===== src/rtl/alu_result_stage.sv =====
// alu_result_stage
//   EX/MEM stage sitting directly behind the 16-bit ALU. Each accepted ALU
//   result (r, zero, ovfl, rd, wen) is captured into a two-entry skid buffer
//   so that a stall from memory/writeback never loses a result. Results leave
//   in strict FIFO order, and every hand-off to the consumer is counted.
//
//   Optional feature macro: OVFL_TRAP_EN
//     defined   : a signed-overflow ADD/SUB is not buffered; it raises trap
//                 (with trap_rd) and blocks input until trap_ack.
//     undefined : trap/trap_rd tied low, overflowed results buffered normally.
//
// Ports
//   clk, rst                  clock, asynchronous active-high reset
//   in_valid/in_ready         upstream handshake (accept = in_valid & in_ready)
//   in_r/zero/ovfl/op/rd/wen  ALU result and destination info
//   flush                     drop all buffered entries at the next edge
//   out_valid/out_ready       downstream handshake (fire = out_valid & out_ready)
//   out_r/zero/ovfl/rd/wen    head entry; holds last value while out_valid=0
//   retire_cnt                number of fires since reset, wraps at 16 bits
//   trap/trap_rd/trap_ack     overflow trap status and clear
module alu_result_stage #(
  parameter int DATA_W = 16,
  parameter int RD_W   = 4,
  parameter int OP_W   = 4
) (
  input  logic              clk,
  input  logic              rst,
  input  logic              in_valid,
  output logic              in_ready,
  input  logic [DATA_W-1:0] in_r,
  input  logic              in_zero,
  input  logic              in_ovfl,
  input  logic [OP_W-1:0]   in_op,
  input  logic [RD_W-1:0]   in_rd,
  input  logic              in_wen,
  input  logic              flush,
  output logic              out_valid,
  input  logic              out_ready,
  output logic [DATA_W-1:0] out_r,
  output logic              out_zero,
  output logic              out_ovfl,
  output logic [RD_W-1:0]   out_rd,
  output logic              out_wen,
  output logic [15:0]       retire_cnt,
  output logic              trap,
  output logic [RD_W-1:0]   trap_rd,
  input  logic              trap_ack
);

  // Entry layout: {r, zero, ovfl, rd, wen}
  localparam int ENT_W = DATA_W + 3 + RD_W;

  typedef enum logic [1:0] {EMPTY, ONE, TWO} state_t;

  state_t           state, state_next;
  logic [ENT_W-1:0] head, skid, in_ent;
  logic             accept, fire, store, trap_hit;
  logic             load_head_in, load_head_skid, load_skid;

  assign in_ent = {in_r, in_zero, in_ovfl, in_rd, in_wen};

  // in_ready depends on registered state only, never on inputs.
  assign in_ready  = (state != TWO) & ~trap;
  assign out_valid = (state != EMPTY);
  assign accept    = in_valid & in_ready;
  assign fire      = out_valid & out_ready;
  // A trapping result is consumed by the handshake but never stored.
  assign store     = accept & ~trap_hit;

  assign {out_r, out_zero, out_ovfl, out_rd, out_wen} = head;

  always_comb begin
    state_next     = state;
    load_head_in   = 1'b0;
    load_head_skid = 1'b0;
    load_skid      = 1'b0;
    if (flush) begin
      // Same-cycle accept is dropped; data registers simply hold.
      state_next = EMPTY;
    end else begin
      case (state)
        EMPTY: begin
          if (store) begin
            state_next   = ONE;
            load_head_in = 1'b1;
          end
        end
        ONE: begin
          if (store && fire) begin
            load_head_in = 1'b1;
          end else if (store) begin
            state_next = TWO;
            load_skid  = 1'b1;
          end else if (fire) begin
            state_next = EMPTY;
          end
        end
        TWO: begin
          if (fire) begin
            state_next     = ONE;
            load_head_skid = 1'b1;
          end
        end
        default: state_next = EMPTY;
      endcase
    end
  end

  always_ff @(posedge clk or posedge rst) begin
    if (rst) begin
      state <= EMPTY;
      head  <= '0;
      skid  <= '0;
    end else begin
      state <= state_next;
      if (load_head_in)   head <= in_ent;
      if (load_head_skid) head <= skid;
      if (load_skid)      skid <= in_ent;
    end
  end

  // Fires during a flush still retire.
  always_ff @(posedge clk or posedge rst) begin
    if (rst) retire_cnt <= 16'd0;
    else if (fire) retire_cnt <= retire_cnt + 16'd1;
  end

`ifdef OVFL_TRAP_EN
  localparam logic [OP_W-1:0] OP_ADD = OP_W'(1);
  localparam logic [OP_W-1:0] OP_SUB = OP_W'(2);

  assign trap_hit = accept & in_ovfl & ((in_op == OP_ADD) | (in_op == OP_SUB));

  // in_ready is low while trap is set, so a new hit cannot coincide with it.
  always_ff @(posedge clk or posedge rst) begin
    if (rst) begin
      trap    <= 1'b0;
      trap_rd <= '0;
    end else if (trap_hit && !flush) begin
      trap    <= 1'b1;
      trap_rd <= in_rd;
    end else if (trap && trap_ack) begin
      trap    <= 1'b0;
    end
  end
`else
  logic unused_inputs;
  assign unused_inputs = ^{in_op, trap_ack};
  assign trap_hit = 1'b0;
  assign trap     = 1'b0;
  assign trap_rd  = '0;
`endif

endmodule


===== config.mk =====
export PLATFORM = sky130hd
export DESIGN_NAME = alu_result_stage
export DESIGN_NICKNAME = d
export VERILOG_FILES = /design/src/rtl/alu_result_stage.sv
export SDC_FILE = /design/constraint.sdc
export NUM_CORES = 1
export LEC_CHECK = 0
export BUFFER_PORTS_ARGS = -buffer_cell sky130_fd_sc_hd__buf_2
export CORE_ASPECT_RATIO = 1.1
export CORE_UTILIZATION = 40
export DETAILED_ROUTE_END_ITERATION = 7
export PLACE_DENSITY = 0.76
export SLEW_MARGIN = 20
export SYNTH_ARGS = -nofsm -noshare
export SYNTH_HDL_FRONTEND = slang
export SYNTH_SLANG_ARGS = --single-unit

===== constraint.sdc =====
create_clock -name clk -period 1.9 [get_ports clk]
set_clock_uncertainty 0.05 [all_clocks]
set_input_delay 0.19 -clock clk [delete_from_list [all_inputs] [get_ports clk]]
set_output_delay 0.19 -clock clk [all_outputs]
set_load 0.1 [all_outputs]

==> impl_summary.md, run 1 <==
Clock network
In this run, CTS created clock tree buffers numbering 9. The number of levels in the clock H-tree is 3. TritonCTS built the clock tree.

The sink count of the clock tree is 64. The longest clock path from root to sink contains 2 buffers. The later-pin clock latency in the skew report is 0.33 ns.

The clock-pin slew on the worst setup and hold paths is 0.06 ns. The tree is rooted in a clkbuf_8.

Floorplanning
For this design the top-level I/O count stands at 79. The floorplan step defined a core boundary enclosing 7090 um2. The initial core utilization is 41.9%.

The floorplan has 32 rows. The die is 84.2 um wide. The height of the chip is 92.4 um. The die covers 7780 um2.

Synth
Summed over its instances, the top area cell type makes up 53.9% of the synthesized netlist area. The number of library cell types mapped by synthesis is 32. During synthesis, Yosys emitted a total of 0 warnings. The largest area contributor in the netlist is dfrtp_1.

The synthesized cell area is 2970 um2. The average instance in the mapped netlist occupies 14.4 um2. After synthesis, the cell types taking the most area are dfrtp_1 54%, mux2_2 17%, mux2_4 10%. The portion of the post-synthesis area used by sequential elements is 53.9%. Counting every instance in the synthesized netlist gives 207.

The flop and latch count out of synthesis is 64.

Final layout
The area growth from synthesis to layout is 22.9%. The final non-filler cell area is 3650 um2. At the end of the flow, the number of nets in the layout was 323.

The most common cell after layout, fill and taps aside is buf_2. The number of antenna cells inserted is 0. The share of layout cells above drive strength 1 is 59.9%.

Leaving out fill and tap cells, the most frequent cells in the layout are 68 x buf_2, 53 x dfrtp_1, 43 x mux2_2.

Worst setup path
The critical path's slowest cell is dfrtp_1. The worst register-to-register path ends at head[16]. The largest driver fanout on the critical path is 8. At the worst endpoint, the required time is 2.06 ns.

The setup check on the worst reg-to-reg path leaves a slack of 0.12 ns. The number of cells on the worst reg-to-reg path is 5. The critical path starts at state[0]. At the worst endpoint, the arrival time is 1.94 ns.

In this run the critical register-to-register path is launched from state[0]. The capturing instance or port of the critical path is head[16]. The largest single stage delay on the critical path is 0.38 ns. Traced cell by cell, the critical path runs through nand2b_4, nor3b_4, buf_4, mux2_2, mux2_2. The cell repeated most along the worst path is mux2_2. STA classifies the critical path startpoint as a register. By startpoint and endpoint, the worst setup path is classified as register to register. The kind of capture point of the worst setup path is a register.

Routing
Once detail routing completed, the nets flagged for antenna violations numbered 0. Using the TritonRoute via totals, the vias-per-cell ratio works out to 4.91. After detailed routing, the average wire length per cell comes to 13.8 um. Before antenna repair, the detailed router went through 6 iterations. The wire length after detailed routing is 5.20 mm. The routed layout has 1852 vias. The iteration-0 DRC count of the detailed router is 54.

In the routed design, unresolved DRC markers number 6.

Power
The power density over the cells is 1290 nW/um2. The worst supply voltage drop on vdd is 724 uV. For this design the static power due to leakage is 1.75 nW. The total design power is 0.00472 W.

Min path
The type of the worst min-delay path is input pin to register.

STA
Of the available clock period, the critical path in the final layout requires 93.8%. The smallest clock period supported by the final layout is computed as 1.78 ns. Timing would allow up to 0.561 GHz. The max-slew headroom at the worst pin is 66.1%. The actual transition at the worst max-transition pin is 0.503 ns. In the post-route analysis, the smallest setup slack over all paths is 0.118 ns. Setup repair after global routing left no endpoint under its margin. The number of endpoints with negative hold slack in the final report came to 0. Setup violations remaining at the end of the flow were counted as 0. Hold timing on the final database bottoms out at a slack of 0.0473 ns. The count of pins over their slew limit is 0.

Global route
The global-route wire length before repair is 8.80 mm. The number of antenna violations at the first check in global routing is 0. Global routing used 14.7% of the available tracks. The residual overflow from global routing is 0. The largest net degree at the start of global routing is 25.

The via count of the first global-routing pass is 1873.

Placed design
The placed instance area is 3480 um2. The post-DP HPWL is 3.73 mm. At the end of routability-driven placement, the weighted congestion stood at 0.709.

The placement-stage worst setup slack is 0.0556 ns. The number of I/O port buffers is 68.

Outcome
The flow ran to the end, but the final reports show violations. The checks that failed: design-rule violations.

Job
Across the run, the number of max-cap violations was 0.
==> timing repair <==
action | 4_1_cts | 5_1_grt
resized for setup | 0 | 1
endpoints found under the hold margin | 19 | 0
setup endpoints to repair | 0 | 9
setup buffers | 0 | 0
hold buffers | 1 | 0
==> stage by stage <==
stage | setup TNS, ns | utilization [%] | cells
2_1_floorplan | -3.09 | - | 211
3_3_place_gp | 0 | 49.1 | 362
3_5_place_dp | 0 | 49.1 | 362
4_1_cts | 0 | 51.5 | 377
5_1_grt | 0 | 51.5 | 377
6_report | 0 | 51.5 | 377
==> final cells by class <==
type	instances	area, um2
Fill cell	625	3430
Sequential cell	64	1620
Multi-Input combinational cell	134	1300
Timing Repair Buffer	78	455
Clock buffer	13	159
Tap cell	85	106
Inverter	2	7.51
Clock inverter	1	5.00
==> routing by layer <==
layer  vias to the layer above  global-route usage, %  wire [um]
met5                         -                      0          0
met3                         8                   4.72        329
met2                        57                   22.7       2390
met4                         0                   6.90         81
li1                        877                      -          -
met1                       910                   18.9       2400
==> cells in the mapped netlist <==
| master | instances |
|---|---|
| a21boi_0 | 1 |
| a21oi_1 | 1 |
| and2_1 | 1 |
| and3_1 | 2 |
| buf_2 | 2 |
| buf_4 | 5 |
| buf_6 | 4 |
| conb_1 | 1 |
| dfrtp_1 | 64 |
| ha_1 | 1 |
| inv_1 | 2 |
| mux2_1 | 4 |
| mux2_2 | 46 |
| mux2_4 | 20 |
| mux2i_1 | 1 |
| nand2_1 | 7 |
| nand2b_4 | 1 |
| nand3_1 | 7 |
| nand4_1 | 3 |
| nor2_1 | 8 |
| nor2_2 | 1 |
| nor2b_1 | 1 |
| nor3_1 | 1 |
| nor3b_4 | 1 |
| nor4_2 | 1 |
| o211ai_1 | 1 |
| o21ai_0 | 1 |
| o21bai_2 | 1 |
| or2_2 | 2 |
| or3b_2 | 1 |
| xnor2_1 | 12 |
| xor2_1 | 3 |
==> worst min-delay path by stage <==
stage	cells after the start	slack [ns]	endpoint	startpoint
2_1_floorplan	1	0.21	state[0]	flush
3_3_place_gp	2	0.19	head[4]	rst
3_5_place_dp	2	0.19	head[4]	rst
4_1_cts	2	0.03	state[0]	flush
5_1_grt	2	0.03	skid[12]	in_r[5]
6_report	2	0.05	state[0]	flush
==> logic make-up (layout without fill, tap and decap cells) <==
family / Yosys count / in the layout / share of synthesized area [%]
other cells: 1 / 5 / 0.126
xor+xnor: 15 / 15 / 4.42
compound gates: 5 / 5 / 1.22
simple gates: 37 / 37 / 7.16
buf+inv: 13 / 94 / 3.37
fa+ha+maj: 1 / 1 / 0.421
mux: 71 / 71 / 29.4
flops: 64 / 64 / 53.9
==> flip-flops by register name, summed over array words and instances, names as in the netlist <==
signal,cells
head,23
retire_cnt,16
skid,23
state,2
==> critical path, delay by kind of cell (launching register included) <==
family | cells | cell delay, ns
AND/OR/NAND/NOR | 2 | 0.39
flip-flops | 1 | 0.38
buffers and inverters | 1 | 0.23
multiplexers | 2 | 0.60
==> power by group <==
part	internal [W]	switching, W	leakage, nW
combinational	0.000444	0.00143	0.889
sequential	0.00167	0.000185	0.774
clock	0.000529	0.000465	0.0854
No activity file was read; power rests on OpenSTA's default activity.
==> inputs of run 2 (changes only) <==
- PLACE_DENSITY: 0.76 -> 0.66
==> run 2 against run 1 <==
Compared with the run above: the run still ends with design-rule violations left; wire length rose by 1.1%; cell area hardly changed; final cell count stayed put; via count is 1.1% lower; core utilization about the same; largest cell class unchanged.
==> impl_summary.md, run 2 (synthesis results as in run 1) <==
Placed design
The placement-stage worst setup slack was 0.0587 ns (+0.00306 ns). The final weighted congestion of routability-driven global placement is 0.711 (+0.28%). The post-DP HPWL is 3.71 mm (-0.71%).

The placed instance count is 362 (unchanged). The number of I/O port buffers is 68 (unchanged).

Clock network
The number of buffers added by the clock tree synthesis step came to 9 (unchanged). The clock-pin slew on the worst setup and hold paths came to 0.07 ns (about the same). The later-pin clock latency in the skew report is 0.33 ns (about the same). TritonCTS built the clock tree. CTS placed an instance of clkbuf_8 at the clock tree root. The number of levels in the clock H-tree was 3 (unchanged). The maximum clock insertion buffer count is 2 (unchanged). The post-CTS setup buffer count was 0 (unchanged).

The sink count of the clock tree was 64 (unchanged).

Worst setup path
The largest driver fanout on the critical path is 8 (unchanged). The startpoint class of the critical path is a register. The kind of capture point of the worst setup path is a register. The required time at the endpoint of the critical path is 2.06 ns (about the same).

The kind of critical path is register to register. The arrival time at the worst endpoint was 1.92 ns (-0.02 ns). In this run the critical register-to-register path is launched from state[1]. In this run the worst setup path begins at state[1].

Floorplanning
The height of the chip is 92.4 um (unchanged). The floorplan die area came to 7780 um2 (unchanged). The number of top-level pins is 79 (unchanged). The standard cell core area is 7090 um2 (unchanged). The initial core utilization was 41.9% (unchanged). The placement row count is 32 (unchanged).

The horizontal die dimension is 84.2 um (unchanged).

STA
The max-slew headroom at the worst pin is 65.4% (-0.67 points). The count of pins over their slew limit is 0 (unchanged). The post-route minimum period is 1.77 ns (-0.0148 ns). The fmax is 0.566 GHz (+0.84%). The count of endpoints failing setup in the final report is 0 (unchanged). The actual transition at the worst max-transition pin is 0.513 ns (+0.0100 ns).

The final worst slack is 0.133 ns (+0.0148 ns). Setup repair after global routing left no endpoint under its margin. The number of endpoints with negative hold slack in the final report is 0 (unchanged). The accumulated negative setup slack was 0 ns (unchanged). The period utilization is 93.0% (-0.78 points).

Power
The power density over the cells is 1300 nW/um2 (+0.87%). The total design power is 0.00476 W (+0.90%). The worst supply voltage drop on vdd came to 1130 uV (+56%). The leakage power figure was 1.75 nW (+0.11%).

Routing
The number of routed nets with antenna violations was 0 (unchanged). The iteration-0 DRC count of the detailed router was 32 (-41%). The detail-routed net length per standard cell is 13.9 um (+1.1%). The vias after detailed routing is 1831 (-1.1%).

The wire length after detailed routing is 5.25 mm (+1.1%). The ratio of routed vias to standard cells is 4.86 (-1.1%). The residual DRC count is 8 (+2). The total iterations of the first detailed-routing run is 6 (unchanged).

Final layout
The number of antenna cells inserted is 0 (unchanged). The final standard cell count with taps included and fillers excluded is 377 (unchanged). The number of nets at the end of the flow is 323 (unchanged). In the layout the commonest cells are 68 x buf_2, 53 x dfrtp_1, 43 x mux2_2. The most common cell after layout, fill and taps aside is buf_2. The area taken by flip-flops and latches came to 1620 um2 (unchanged). The share of layout cells above drive strength 1 is 59.9% (unchanged).

The largest registers in the layout are head x23, skid x23, retire_cnt x16. The post-synthesis to final-layout area growth was 22.9% (about the same). The total area of multi-input combinational cells is 1300 um2 (-0.58%). The number of filler instances in the final layout is 630 (+0.80%).

Global route
The largest net degree at the start of global routing is 36 (+44%). The global-route wire length before repair is 9.14 mm (+3.8%). The via count of the first global-routing pass is 1897 (+1.3%). The number of antenna violations at the first check in global routing is 0 (unchanged). The residual overflow from global routing came to 0 (unchanged). The total track usage is 15.2% (+0.49 points).

Min path
The path class of the tightest hold or removal check is input pin to register. The startpoint of the most critical hold path is flush.

Outcome
The flow ran to the end, but the final reports show violations. The checks that failed: design-rule violations.

Job
The reported max-cap violation count is 0 (unchanged).
[run 2: cell count changes in the layout (fill, tap and decap cells not counted)]
cell,delta
clkbuf_8,+1
clkinv_2,-1
o21bai_2,+1
o21bai_4,-1
[run 2: worst paths after layout]
path | end | cells after the start | slack, ns
min in group asynchronous | state[0] | 3 | 0.31
max in group asynchronous | skid[16] | 4 | 0.95
hold reg to reg | retire_cnt[15] | 1 | 0.42
setup reg to reg | head[17] | 5 | 0.13
hold / removal | state[0] | 2 | 0.03
setup / recovery | head[17] | 5 | 0.13
[run 2: through the flow]
step / hold slack (ns) / cell area (um2) / utilization, %
2_1_floorplan: 0.206 / 3010 / -
3_3_place_gp: 0.116 / 3470 / 49.0
3_5_place_dp: 0.122 / 3470 / 49.0
4_1_cts: 0.0185 / 3650 / 51.5
5_1_grt: 0.0330 / 3650 / 51.6
6_report: 0.0307 / 3650 / 51.6
[run 2: report_power, final]
part	internal [W]	total [W]	switching, W
sequential	0.00167	0.00185	0.000182
clock	0.000568	0.00104	0.000472
combinational	0.000442	0.00187	0.00143
[run 2: timing repair]
item	CTS	global route
resized for setup	0	1
hold endpoints to repair	12	0
endpoints found under the setup margin	0	13
hold buffers	1	0
[run 2: routing by layer]
| metal | GRT usage [%] | wire length (um) | vias up |
|---|---|---|---|
| met5 | 0 | 0 | - |
| met4 | 7.33 | 65 | 0 |
| met3 | 4.46 | 300 | 8 |
| met2 | 24.2 | 2460 | 51 |
| met1 | 19.0 | 2430 | 896 |
| li1 | - | - | 876 |
[run 2: area by class of cell]
class,instances,area share [%]
Multi-Input combinational cell,134,35.5
Sequential cell,64,44.2
Inverter,2,0.205
Tap cell,85,2.91
Clock buffer,14,4.73
Timing Repair Buffer,78,12.5
[run 2: worst max-delay path, cell delays in order, from the launching register on]
cell      delay (ns)
dfrtp_2         0.45
nand2b_4        0.08
nor3b_4         0.24
buf_4           0.23
mux2_2          0.34
mux2_2          0.26
==> inputs of run 3 (changes only) <==
==> constraint.sdc (replaced) <==
create_clock -name clk -period 1.9 [get_ports clk]
set_clock_uncertainty 0.05 [all_clocks]
set_input_delay 0.285 -clock clk [delete_from_list [all_inputs] [get_ports clk]]
set_output_delay 0.285 -clock clk [all_outputs]
set_load 0.1 [all_outputs]
==> run 3 against run 2 <==
Compared with the run above: the run still ends with design-rule violations left; die area unchanged; clock power grew 9.6%; clock-buffer cell count decreased by 1; final cell count up 0.27%; via count rose by 1.0%.
==> impl_summary.md, run 3 (synthesis results as in run 1) <==
Outcome
The run finished, with violations left. The final reports fail on design-rule violations.

Floorplanning
The horizontal die dimension was 84.2 um (unchanged). The height of the chip came to 92.4 um (unchanged). The standard cell core area came to 7090 um2 (unchanged). The floorplan die area came to 7780 um2 (unchanged). The initial core utilization is 41.9% (unchanged).

The placement row count was 32 (unchanged). The number of top-level pins is 79 (unchanged).

Worst setup path
The family with the most delay on the worst path is buffers and inverters. The peak per-stage delay on the critical path came to 0.37 ns (-0.08 ns). In this run the critical register-to-register path is captured at head[16]. The startpoint class of the critical path is a register. The kind of critical path is register to output pin. The setup slack on the worst flop-to-flop path is 0.13 ns (about the same). The depth of the critical timing path with buffers and inverters included is 3 (-2). The arrival time at the worst endpoint is 1.44 ns (-0.48 ns). The combined buffer and inverter count along the critical path came to 2 (+1). The largest driver fanout on the critical path is 7 (-1).

The number of cells on the worst reg-to-reg path is 5 (unchanged). Traced cell by cell, the critical path runs through buf_4, or2_2, buf_2. The required time at the endpoint of the critical path is 1.56 ns (-0.50 ns). The slowest stage of the critical path is the dfrtp_1 cell. The critical path ends at out_valid. The worst setup path is captured at an output pin. The first element of the critical path is state[0]. In this run the critical register-to-register path is launched from state[1].

Clock network
The clock tree root driver cell is clkbuf_8. The later-pin clock latency in the skew report is 0.33 ns (about the same). The sink count of the clock tree is 64 (unchanged). TritonCTS built the clock tree. The number of levels in the clock H-tree is 3 (unchanged). The number of buffers added by the clock tree synthesis step is 9 (unchanged). The maximum clock insertion buffer count is 2 (unchanged). The clock-pin slew on the worst setup and hold paths came to 0.06 ns (about the same).

Routing
The total iterations of the first detailed-routing run came to 6 (unchanged). The iteration-0 DRC count of the detailed router was 54 (+69%). The number of routed nets with antenna violations came to 0 (unchanged). The wire length after detailed routing came to 5.35 mm (+2.0%).

The detail-routed net length per standard cell was 14.2 um (+1.7%). The vias after detailed routing is 1850 (+1.0%). The residual DRC count is 4 (-4). The ratio of routed vias to standard cells is 4.89 (+0.77%).

Final layout
The final standard cell count with taps included and fillers excluded is 378 (+0.27%). The most common cell after layout, fill and taps aside is buf_2. The largest registers in the layout are head x23, skid x23, retire_cnt x16. The final non-filler cell area is 3650 um2 (-0.21%).

The share of layout cells above drive strength 1 came to 59.0% (-0.89 points). The top cell types in the final layout, fill and taps aside, are 68 x buf_2, 55 x dfrtp_1, 43 x mux2_2. From synthesis to final layout, the design area changed by 22.7%.

The number of antenna cells inserted is 0 (unchanged). The number of nets at the end of the flow is 322 (-0.31%).

STA
The max-slew headroom at the worst pin is 62.8% (-2.6 points). The number of endpoints with negative hold slack in the final report is 0 (unchanged). The actual transition at the worst max-transition pin came to 0.552 ns (+0.0383 ns). The fmax is 0.562 GHz (-0.72%). The post-route minimum period came to 1.78 ns (+0.0128 ns). The period utilization is 93.7% (+0.68 points). Setup repair after global routing left no endpoint under its margin. The count of endpoints failing setup in the final report was 0 (unchanged).

The count of pins over their slew limit was 0 (unchanged).

Min path
The worst hold path begins at flush. In this run the worst hold path is classified as input pin to register.

Placed design
The placed instance count is 361 (-0.28%). The number of I/O port buffers is 68 (unchanged). The post-DP HPWL is 3.70 mm (-0.34%).

The final weighted congestion of routability-driven global placement is 0.783 (+10%). The placed instance area is 3440 um2 (-0.76%).

Global route
The largest net degree at the start of global routing is 55 (+53%). The total track usage is 15.0% (-0.26 points). The number of antenna violations at the first check in global routing was 0 (unchanged). The global-route wire length before repair is 8.88 mm (-2.9%).

The residual overflow from global routing is 0 (unchanged). The via count of the first global-routing pass is 1818 (-4.2%).

Power
The worst supply voltage drop on vdd came to 554 uV (-51%). The power density over the cells is 1340 nW/um2 (+2.8%). The leakage power figure came to 1.74 nW (-0.57%).

Job
The reported max-cap violation count is 0 (unchanged).
## run 3: power breakdown
group	switching, W	internal (W)	total [W]
sequential	0.000188	0.00168	0.00187
clock	0.000503	0.000641	0.00114
combinational	0.00143	0.000438	0.00187
total	0.00212	0.00276	0.00488
## run 3: cell type report
class | instances | area (um2)
Timing Repair Buffer | 77 | 423
Inverter | 2 | 11.3
Clock buffer | 13 | 149
Clock inverter | 3 | 42.5
Fill cell | 650 | 3440
Sequential cell | 64 | 1620
Multi-Input combinational cell | 134 | 1300
Tap cell | 85 | 106
## run 3: worst min-delay path by stage
stage,end,slack [ns],depth (start not counted)
floorplan,state[0],0.30,1
global placement,head[0],0.20,2
detailed placement,head[5],0.20,2
CTS,state[0],0.12,2
global route,state[0],0.13,2
finish,state[0],0.13,2
## run 3: layer usage
layer	wire length, um	vias up	share of wire (%)	track usage [%]
met5	0	-	0	0
met4	152	0	2.8	9.91
met3	192	15	3.6	2.76
met2	2560	44	48	23.4
met1	2450	915	46	19.1
li1	-	876	-	-
## run 3: per-stage QoR
stage | util, % | TNS, ns | setup slack [ns] | hold WS, ns | total power, W
global placement | 48.6 | 0 | 0.0790 | 0.200 | 0.00374
CTS | 51.4 | 0 | 0.0537 | 0.116 | 0.00494
floorplan | - | -2.31 | -0.124 | 0.301 | 0.00346
global route | 51.4 | 0 | 0.0493 | 0.132 | 0.00510
detailed placement | 48.6 | 0 | 0.0743 | 0.200 | 0.00377
finish | 51.4 | 0 | 0.120 | 0.132 | 0.00488
## run 3: timing repair
item	4_1_cts	5_1_grt
hold buffers	1	0
buffers inserted	0	0
endpoints found under the hold margin	10	0
resized for setup	0	1
setup endpoints to repair	0	10
## run 3: worst register-to-register path: stages (launching register included)
cell and delay, ns:
dfrtp_2 0.45, nand2b_4 0.09, nor3b_4 0.19, buf_4 0.26
mux2_2 0.36, mux2_2 0.25
